===== src/rtl/lm_sm_sequencer_pkg.sv =====
// LM/SM sequencer shared definitions: opcodes, NOP encoding,
// sequencer state encoding and a multiple-opcode helper.
package lm_sm_sequencer_pkg;

  localparam logic [3:0]  OP_LM  = 4'b0110;
  localparam logic [3:0]  OP_SM  = 4'b0111;
  localparam logic [15:0] IR_NOP = 16'hF000;

  typedef enum logic {
    ST_IDLE = 1'b0,
    ST_RUN  = 1'b1
  } seq_state_e;

  function automatic logic is_multiple(
    input logic [15:0] ir
  );
    return (ir[15:12] == OP_LM) ||
           (ir[15:12] == OP_SM);
  endfunction

endpackage


===== src/rtl/lm_sm_sequencer_if.sv =====
// Decode-side bundle of the LM/SM sequencer.
// master: pipeline driving IR/stall/flush; slave: the sequencer.
interface lm_sm_sequencer_if;

  logic [15:0] IR_in;
  logic        stall_in;
  logic        flush;
  logic [15:0] IR_out;
  logic [2:0]  reg_idx;
  logic        first_multiple;
  logic        last_multiple;
  logic        write_inhibit;
  logic        stall_up;
  logic        modify_ir;

  modport master (
    output IR_in, stall_in, flush,
    input  IR_out, reg_idx,
    input  first_multiple, last_multiple,
    input  write_inhibit, stall_up, modify_ir
  );

  modport slave (
    input  IR_in, stall_in, flush,
    output IR_out, reg_idx,
    output first_multiple, last_multiple,
    output write_inhibit, stall_up, modify_ir
  );

endinterface


===== src/rtl/lm_sm_sequencer_lsb_encode8.sv =====
// Lowest-set-bit encoder: mask_i -> idx_o (0 when empty),
// valid_o = mask non-zero.
module lsb_encode8 (
  input  logic [7:0] mask_i,
  output logic [2:0] idx_o,
  output logic       valid_o
);

  always_comb begin
    idx_o = 3'd0;
    for (int i = 7; i >= 0; i--) begin
      if (mask_i[i]) idx_o = 3'(i);
    end
  end

  assign valid_o = |mask_i;

endmodule


===== src/rtl/lm_sm_sequencer.sv =====
// LM/SM sequencer: expands a register-list instruction into one
// transfer per set bit. Ports: clk, reset, bus (slave modport).
module lm_sm_sequencer
  import lm_sm_sequencer_pkg::*;
(
  input  logic               clk,
  input  logic               reset,
  lm_sm_sequencer_if.slave   bus
);

  seq_state_e  state_q, state_d;
  logic [7:0]  rem_q, rem_d;
  logic [15:0] ir_hold_q, ir_hold_d;

  logic        run;
  logic [7:0]  mask;
  logic [7:0]  rest;
  logic [15:0] ir_cur;
  logic [15:0] ir_eff;
  logic        mult;
  logic [2:0]  idx;
  logic        valid;

  assign run    = (state_q == ST_RUN);
  assign mask   = run ? rem_q : bus.IR_in[7:0];
  assign ir_cur = run ? ir_hold_q : bus.IR_in;
  // A flushed slot is a NOP, which clears
  // every multiple-related output at once.
  assign ir_eff = bus.flush ? IR_NOP : ir_cur;
  assign mult   = is_multiple(ir_eff);
  // Mask with its lowest bit dropped:
  // non-zero means two or more bits remain.
  assign rest   = mask & (mask - 8'd1);

  lsb_encode8 u_enc (
    .mask_i  (mask),
    .idx_o   (idx),
    .valid_o (valid)
  );

  assign bus.IR_out         = ir_eff;
  assign bus.reg_idx        = idx;
  assign bus.first_multiple = mult & ~run;
  assign bus.last_multiple  = mult & (rest == 8'd0);
  assign bus.stall_up       = mult & (rest != 8'd0);
  assign bus.modify_ir      = mult;
  assign bus.write_inhibit  = bus.flush | (mult & ~valid);

  always_comb begin
    state_d   = state_q;
    rem_d     = rem_q;
    ir_hold_d = ir_hold_q;
    if (bus.flush) begin
      state_d = ST_IDLE;
      rem_d   = 8'd0;
    end else if (!bus.stall_in) begin
      if (mult && rest != 8'd0) begin
        state_d   = ST_RUN;
        rem_d     = rest;
        ir_hold_d = ir_eff;
      end else begin
        state_d = ST_IDLE;
        rem_d   = 8'd0;
      end
    end
  end

  always_ff @(posedge clk or posedge reset) begin
    if (reset) begin
      state_q   <= ST_IDLE;
      rem_q     <= 8'd0;
      ir_hold_q <= IR_NOP;
    end else begin
      state_q   <= state_d;
      rem_q     <= rem_d;
      ir_hold_q <= ir_hold_d;
    end
  end

endmodule


===== src/flat_wrapper.sv =====
// flat-port wrapper written by rule: the top's interface ports become plain ports
module lm_sm_sequencer_flat import lm_sm_sequencer_pkg::*;
  (clk, reset, bus_IR_in, bus_stall_in, bus_flush, bus_IR_out, bus_reg_idx, bus_first_multiple, bus_last_multiple, bus_write_inhibit, bus_stall_up, bus_modify_ir);
  lm_sm_sequencer_if bus_i ();
  input  logic clk;
  input  logic reset;
  input wire logic [$bits(bus_i.IR_in)-1:0] bus_IR_in;
  input wire logic [$bits(bus_i.stall_in)-1:0] bus_stall_in;
  input wire logic [$bits(bus_i.flush)-1:0] bus_flush;
  output wire logic [$bits(bus_i.IR_out)-1:0] bus_IR_out;
  output wire logic [$bits(bus_i.reg_idx)-1:0] bus_reg_idx;
  output wire logic [$bits(bus_i.first_multiple)-1:0] bus_first_multiple;
  output wire logic [$bits(bus_i.last_multiple)-1:0] bus_last_multiple;
  output wire logic [$bits(bus_i.write_inhibit)-1:0] bus_write_inhibit;
  output wire logic [$bits(bus_i.stall_up)-1:0] bus_stall_up;
  output wire logic [$bits(bus_i.modify_ir)-1:0] bus_modify_ir;
  assign bus_i.IR_in = bus_IR_in;
  assign bus_i.stall_in = bus_stall_in;
  assign bus_i.flush = bus_flush;
  assign bus_IR_out = bus_i.IR_out;
  assign bus_reg_idx = bus_i.reg_idx;
  assign bus_first_multiple = bus_i.first_multiple;
  assign bus_last_multiple = bus_i.last_multiple;
  assign bus_write_inhibit = bus_i.write_inhibit;
  assign bus_stall_up = bus_i.stall_up;
  assign bus_modify_ir = bus_i.modify_ir;
  lm_sm_sequencer u_core (.clk(clk), .reset(reset), .bus(bus_i));
endmodule

===== config.mk =====
export PLATFORM = sky130hd
export DESIGN_NAME = lm_sm_sequencer_flat
export DESIGN_NICKNAME = d
export VERILOG_FILES = /design/src/rtl/lm_sm_sequencer_pkg.sv /design/src/rtl/lm_sm_sequencer_if.sv /design/src/rtl/lm_sm_sequencer_lsb_encode8.sv /design/src/rtl/lm_sm_sequencer.sv /design/src/flat_wrapper.sv
export SDC_FILE = /design/constraint.sdc
export NUM_CORES = 1
export LEC_CHECK = 0
export CAP_MARGIN = 15
export CELL_PAD_IN_SITES_DETAIL_PLACEMENT = 2
export CELL_PAD_IN_SITES_GLOBAL_PLACEMENT = 2
export CORE_MARGIN = 3
export CORE_UTILIZATION = 29
export CTS_CLUSTER_DIAMETER = 120
export DETAILED_ROUTE_END_ITERATION = 10
export PLACE_DENSITY_LB_ADDON = 0.1
export REMOVE_ABC_BUFFERS = 1
export SLEW_MARGIN = 25
export SYNTH_ARGS = -nofsm -noshare
export SYNTH_HDL_FRONTEND = slang
export SYNTH_SLANG_ARGS = --single-unit

===== constraint.sdc =====
create_clock -name clk -period 3.13 [get_ports clk]
set_clock_uncertainty 0.1 [all_clocks]
set_input_delay 0.7825 -clock clk [delete_from_list [all_inputs] [get_ports clk]]
set_output_delay 0.7825 -clock clk [all_outputs]
set_load 0.005 [all_outputs]

==> results of run 1 <==
## cell usage in the layout, fill, tap and decap left out, drive strengths merged, types with 6 or more instances in the layout
cell type / instances
nor2: 19
dfrtp: 20
mux2: 16
a21oi: 8
dlygate4sd2: 6
mux2i: 16
clkdlybuf4s50: 26
buf: 58
nand2: 17
## worst paths after layout
kind | start | to | slack (ns) | cells after the start
setup / recovery | u_core.run$_DFFE_PP0P_ | bus_last_multiple | 0.002 | 10
setup reg to reg | u_core.run$_DFFE_PP0P_ | u_core.rem_q[3]$_DFFE_PP0P_ | 0.19 | 15
hold reg to reg | u_core.ir_hold_q[15]$_DFFE_PP1P_ | u_core.ir_hold_q[15]$_DFFE_PP1P_ | 0.40 | 1
min in group asynchronous | reset | u_core.ir_hold_q[8]$_DFFE_PP0P_ | 0.78 | 3
hold / removal | u_core.ir_hold_q[15]$_DFFE_PP1P_ | u_core.ir_hold_q[15]$_DFFE_PP1P_ | 0.40 | 1
max in group asynchronous | reset | u_core.ir_hold_q[12]$_DFFE_PP1P_ | 1.84 | 3
## sequential cells by signal (all words and copies together), names as in the netlist
register,cells
u_core.rem_q,7
u_core.run,1
u_core.ir_hold_q,16
## power groups by stage
stage	Sequential (mW)	Combinational, mW	Clock, mW
floorplan	0.393	0.109	0
global placement	0.395	0.225	0
detailed placement	0.402	0.239	0
CTS	0.396	0.258	0.210
global route	0.404	0.298	0.227
finish	0.396	0.279	0.206
## metal layers
layer / track usage / vias to the layer above / wire length [um]
met3: 0.0249 / 13 / 239
met2: 0.406 / 40 / 3800
li1: - / 735 / -
met5: 0 / - / 0
met4: 0.0704 / 0 / 155
met1: 0.235 / 801 / 2850
## cell type report
| type | count | share of cell area |
|---|---|---|
| multi-input cells | 118 | 0.384 |
| repair buffers | 96 | 0.324 |
| flip-flops and latches | 24 | 0.238 |
| well taps | 67 | 0.0329 |
| clock buffers | 4 | 0.0177 |
| inverters | 3 | 0.00441 |
## kinds of logic after synthesis
family | synth area share
AOI/OAI and AO/OA | 0.155
buffers and inverters | 0.0445
DFF | 0.391
muxes | 0.230
and+or+nand+nor | 0.179
## metrics by stage
| stage | hold slack, ns | std cells | area, um^2 |
|---|---|---|---|
| floorplan | 0.333 | 145 | 1490 |
| global placement | 0.356 | 289 | 2270 |
| detailed placement | 0.375 | 289 | 2270 |
| CTS | 0.403 | 304 | 2470 |
| global route | 0.415 | 312 | 2550 |
| finish | 0.402 | 312 | 2550 |
## critical path: stages (launching register included)
cell	delay, ns
dfrtp_2	0.42
buf_4	0.15
buf_6	0.14
mux2_4	0.31
buf_4	0.15
buf_4	0.14
a21oi_4	0.15
o211ai_2	0.13
buf_4	0.17
nor2_2	0.09
buf_2	0.11
## what timing repair did
| item | in CTS | in global routing |
|---|---|---|
| buffers inserted | 11 | 9 |
| setup endpoints to repair | 15 | 5 |
| pin swaps | 9 | 6 |
| cloned | 0 | 0 |
| resized for setup | 54 | 22 |
==> run summary, run 1 <==
Status: complete, no violations
P_sw: 264 uW
FFs w/ async S/R, synth: 1.00
Fillcell total: 541
First-pass GRT wire length: 10000 um
Worst min path class: reg -> reg
Seq pwr share: 0.450
Area grow syn2layout: 64.8%
Sequential-to-total area share from yosys stat: 0.391
I/O Pins: 44
Core area: 0.00494 mm^2
Netlist Area Pre-Place: 0.00155 mm^2
Max VDD drop: 231 uV
Share of cells above drive strength 1: 0.441
RSZ-0062 raised after global routing: yes
Part of the cycle the worst path needs: 0.999
Number of global-route vias before repair: 1875
Fmax: 320 MHz
Critical path type: reg -> out
Clk sinks: 24
Num CTS Buffers: 3
Core Util, Final: 0.516
Via density per instance: 5.09
DP Worst Slack: -0.587 ns
Seq cells post-synth: 24
TNS Setup: 0 ns
Crit Path Max Fanout: 6
Final Hold Violating Endpoints: 0
Port buffer count: 43
Internal power: 618 uW
Leak Pwr: 1.13 nW
Synth area leaders: dfrtp_1 32%, mux2i_1 10%, mux2_2 8.7%, dfstp_2 6.8%, nor2_1 4.6%
Worst-skew pair later-pin latency: 0.28 ns
Switching power share of the total: 0.299
Overall power: 881 uW
Worst EP arrival: 2.25 ns
Critical Path RT: 2.25 ns
Largest net degree at the start of global routing: 25
Detailed-route DRC error count: 0
Max cap viols: 0
Die Area: 0.00625 mm^2
Final setup viols: 0
Via count: 1589
TritonRoute pass-1 iters: 4
Number of flops mapped to enable cells by yosys: 0
Final Max Tran Viols: 0
Synth top area share: 0.323
Combinational share of power: 0.316
Most used DFF post-synth: dfrtp_1
Ant. Diodes: 0
Antenna-violating nets left: 0
Initial DRC count: 65
Post-Syn Instances: 155
Die X: 79.1 um
Multi-input logic area: 978 um^2
Clk buf depth: 2
Clock power frac: 0.234
Mean Syn Cell Area: 9.99 um^2
Setup ws final: 0.00209 ns
Cell variety after synth: 40
Startpoint types: register
Die height: 79.1 um
Initial core utilization: 0.313
GPL Wtd Cong: 0.877
Grt total ovfl: 0
Routed WL: 7040 um
CTS tree: done
Power density over cell area: 345 mW/mm^2
CTS H-Tree Depth: 1
Crit path capture type: primary output
Total GRT Usage: 0.210
Row count: 25
Wirelength per Cell: 22.6 um
Root Driver: clkbuf_8
HPWL Detailed: 4120 um
Hold Buf Count CTS: 0
FF+latch area: 607 um^2
Most common cell in the netlist: dfrtp_1
Layout net count: 266
Synth area leader: dfrtp_1
Initial antenna violation count: 0
Worst-Margin Slew: 0.722 ns
Worst rel slew slack: 0.518
Clock transition at path regs: 0.09 ns
Top cells by count, synth: 20 x dfrtp_1, 19 x nor2_1, 16 x mux2i_1, 16 x nand2_1, 12 x mux2_2
Tmin final: 3.13 ns
Yosys warning count: 0
(Power assumes the default switching activity.)
==> inputs of run 2 (changes only) <==
CORE_MARGIN = 2   (was 3)
==> run summary, run 2 (same netlist as run 1, synthesis figures left out) <==
Die Area: 0.00594 mm^2
Row count: 26
Total GRT Usage: 0.198
Crit path capture type: primary output
DP Area: 0.00225 mm^2
Startpoint types: input port
Clk buf depth: 2
Critical Path RT: 2.25 ns
Layout net count: 267
Largest register FFs: 16
Worst min path class: reg -> reg
Tmin final: 3.14 ns
Hold Buf Count CTS: 0
HPWL Detailed: 3930 um
CTS tree: done
Max cap viols: 0
Final Max Tran Viols: 0
TritonRoute pass-1 iters: 4
Leak Pwr: 1.17 nW
Critical path type: in -> out
Commonest non-fill, non-tap cell in the layout: buf_4
GR Util met2: 0.395
Antenna-violating nets left: 0
Routed WL: 6470 um
Worst Hold Margin: 0.405 ns
CP max stage delay: 0.25 ns
Core area: 0.00514 mm^2
Status: finished with violations
Area grow syn2layout: 65.7%
GR Layer Usage met3: 0.0212
Setup ws final: -0.0114 ns
GPL Wtd Cong: 0.818
Num CTS Buffers: 3
Share of cells above drive strength 1: 0.463
Worst EP arrival: 2.26 ns
Initial core utilization: 0.301
Final Hold Violating Endpoints: 0
Initial DRC count: 42
Internal power: 616 uW
Largest net degree at the start of global routing: 25
Initial antenna violation count: 0
Part of the cycle the worst path needs: 1.00
Critical-path top delay cell: dlygate4sd2_1
Via density per instance: 5.05
Fmax: 318 MHz
Post-route cell area: 0.00256 mm^2
Worst-skew pair later-pin latency: 0.27 ns
Clock transition at path regs: 0.08 ns
Overall power: 860 uW
TNS Setup: -0.0114 ns
Fillcell total: 572
Crit path buf inv count: 4
Via count: 1596
First-pass GRT wire length: 9290 um
CTS H-Tree Depth: 1
Crit path top cell by count: buf_4
Grt met1 use: 0.225
Most frequent cells in the layout: 51 x buf_4, 24 x clkdlybuf4s50_1, 19 x dfrtp_1
Ant. Diodes: 0
RSZ-0062 raised after global routing: yes
Worst rel slew slack: 0.561
DP Worst Slack: -0.607 ns
Final setup viols: 1
Number of global-route vias before repair: 1795
Detailed-route DRC error count: 0
I/O Pins: 44
Root Driver: clkbuf_8
Failing checks: setup timing
Worst-Margin Slew: 0.658 ns
Busiest grt layer: met2
Crit-path cells: dlygate4sd2_1, mux2i_1, buf_4, o211ai_1, a21oi_2, o211ai_2, buf_4, and2_4, buf_6
P_sw: 243 uW
Die height: 77.1 um
Port buffer count: 43
Combinational share of power: 0.316
Crit Path Max Fanout: 4
Clk sinks: 24
Clock power frac: 0.225
Power density over cell area: 335 mW/mm^2
Largest reg by FF count: u_core.ir_hold_q
Wirelength per Cell: 20.5 um
Die X: 77.1 um
Max VDD drop: 176 uV
Grt total ovfl: 0
Switching power share of the total: 0.283
Family with the most delay on the worst path: buffers and inverters
Seq pwr share: 0.460
==> run 2: cell count changes in the layout (fill, tap and decap cells not counted), sizes merged <==
cell / delta
buf: -1
clkbuf: +3
clkdlybuf4s15: -2
clkdlybuf4s50: -2
dlymetal6s2s: +3
==> run 2: power groups by stage <==
stage | logic [mW] | registers [mW] | clock network, mW
after global placement | 0.224 | 0.394 | 0
after CTS | 0.253 | 0.394 | 0.208
after detailed placement | 0.236 | 0.400 | 0
after floorplan | 0.109 | 0.393 | 0
after global routing | 0.294 | 0.403 | 0.212
final | 0.272 | 0.395 | 0.193
==> run 2: worst reg2reg max path, delay by kind of cell (launching register included) <==
kind	cells	cell delay, ns
buffers and inverters	5	0.86
and+or+nand+nor	1	0.18
muxes	2	0.49
AOI/OAI and AO/OA	1	0.54
DFF	1	0.45
==> run 2: worst paths after layout <==
kind,startpoint,end,slack [ns],cells past startpoint
max,bus_IR_in[3],bus_stall_up,-0.01,9
min,u_core.ir_hold_q[15]$_DFFE_PP1P_,u_core.ir_hold_q[15]$_DFFE_PP1P_,0.40,1
max reg2reg,u_core.run$_DFFE_PP0P_,u_core.ir_hold_q[0]$_DFFE_PP0P_,0.41,9
min reg2reg,u_core.ir_hold_q[15]$_DFFE_PP1P_,u_core.ir_hold_q[15]$_DFFE_PP1P_,0.40,1
max in group asynchronous,reset,u_core.ir_hold_q[12]$_DFFE_PP1P_,1.86,3
min in group asynchronous,reset,u_core.ir_hold_q[10]$_DFFE_PP0P_,0.76,3
==> run 2: per-layer routing <==
| metal | wire length, um | vias up |
|---|---|---|
| met5 | 0 | - |
| met1 | 2590 | 815 |
| met2 | 3560 | 38 |
| met3 | 194 | 10 |
| li1 | - | 733 |
| met4 | 124 | 0 |
==> run 2: metrics by stage <==
stage | instances | utilization
3_5_place_dp | 289 | 0.438
2_1_floorplan | 145 | -
5_1_grt | 316 | 0.499
4_1_cts | 304 | 0.472
6_report | 316 | 0.499
3_3_place_gp | 289 | 0.438
==> run 2: timing repair <==
| item | CTS | global route |
|---|---|---|
| cloned | 0 | 1 |
| pin swaps | 14 | 8 |
| gates resized for setup | 54 | 21 |
| setup buffers | 11 | 11 |
| endpoints found under the setup margin | 9 | 14 |
==> run 2: final cells by class <==
type | count | area, um^2 | area share
sequential | 24 | 607 | 0.237
inverter | 3 | 11.3 | 0.00439
tap | 70 | 87.6 | 0.0341
multi-input combinational | 118 | 966 | 0.377
timing repair buffer | 97 | 848 | 0.331
clock buffer | 4 | 45.0 | 0.0176
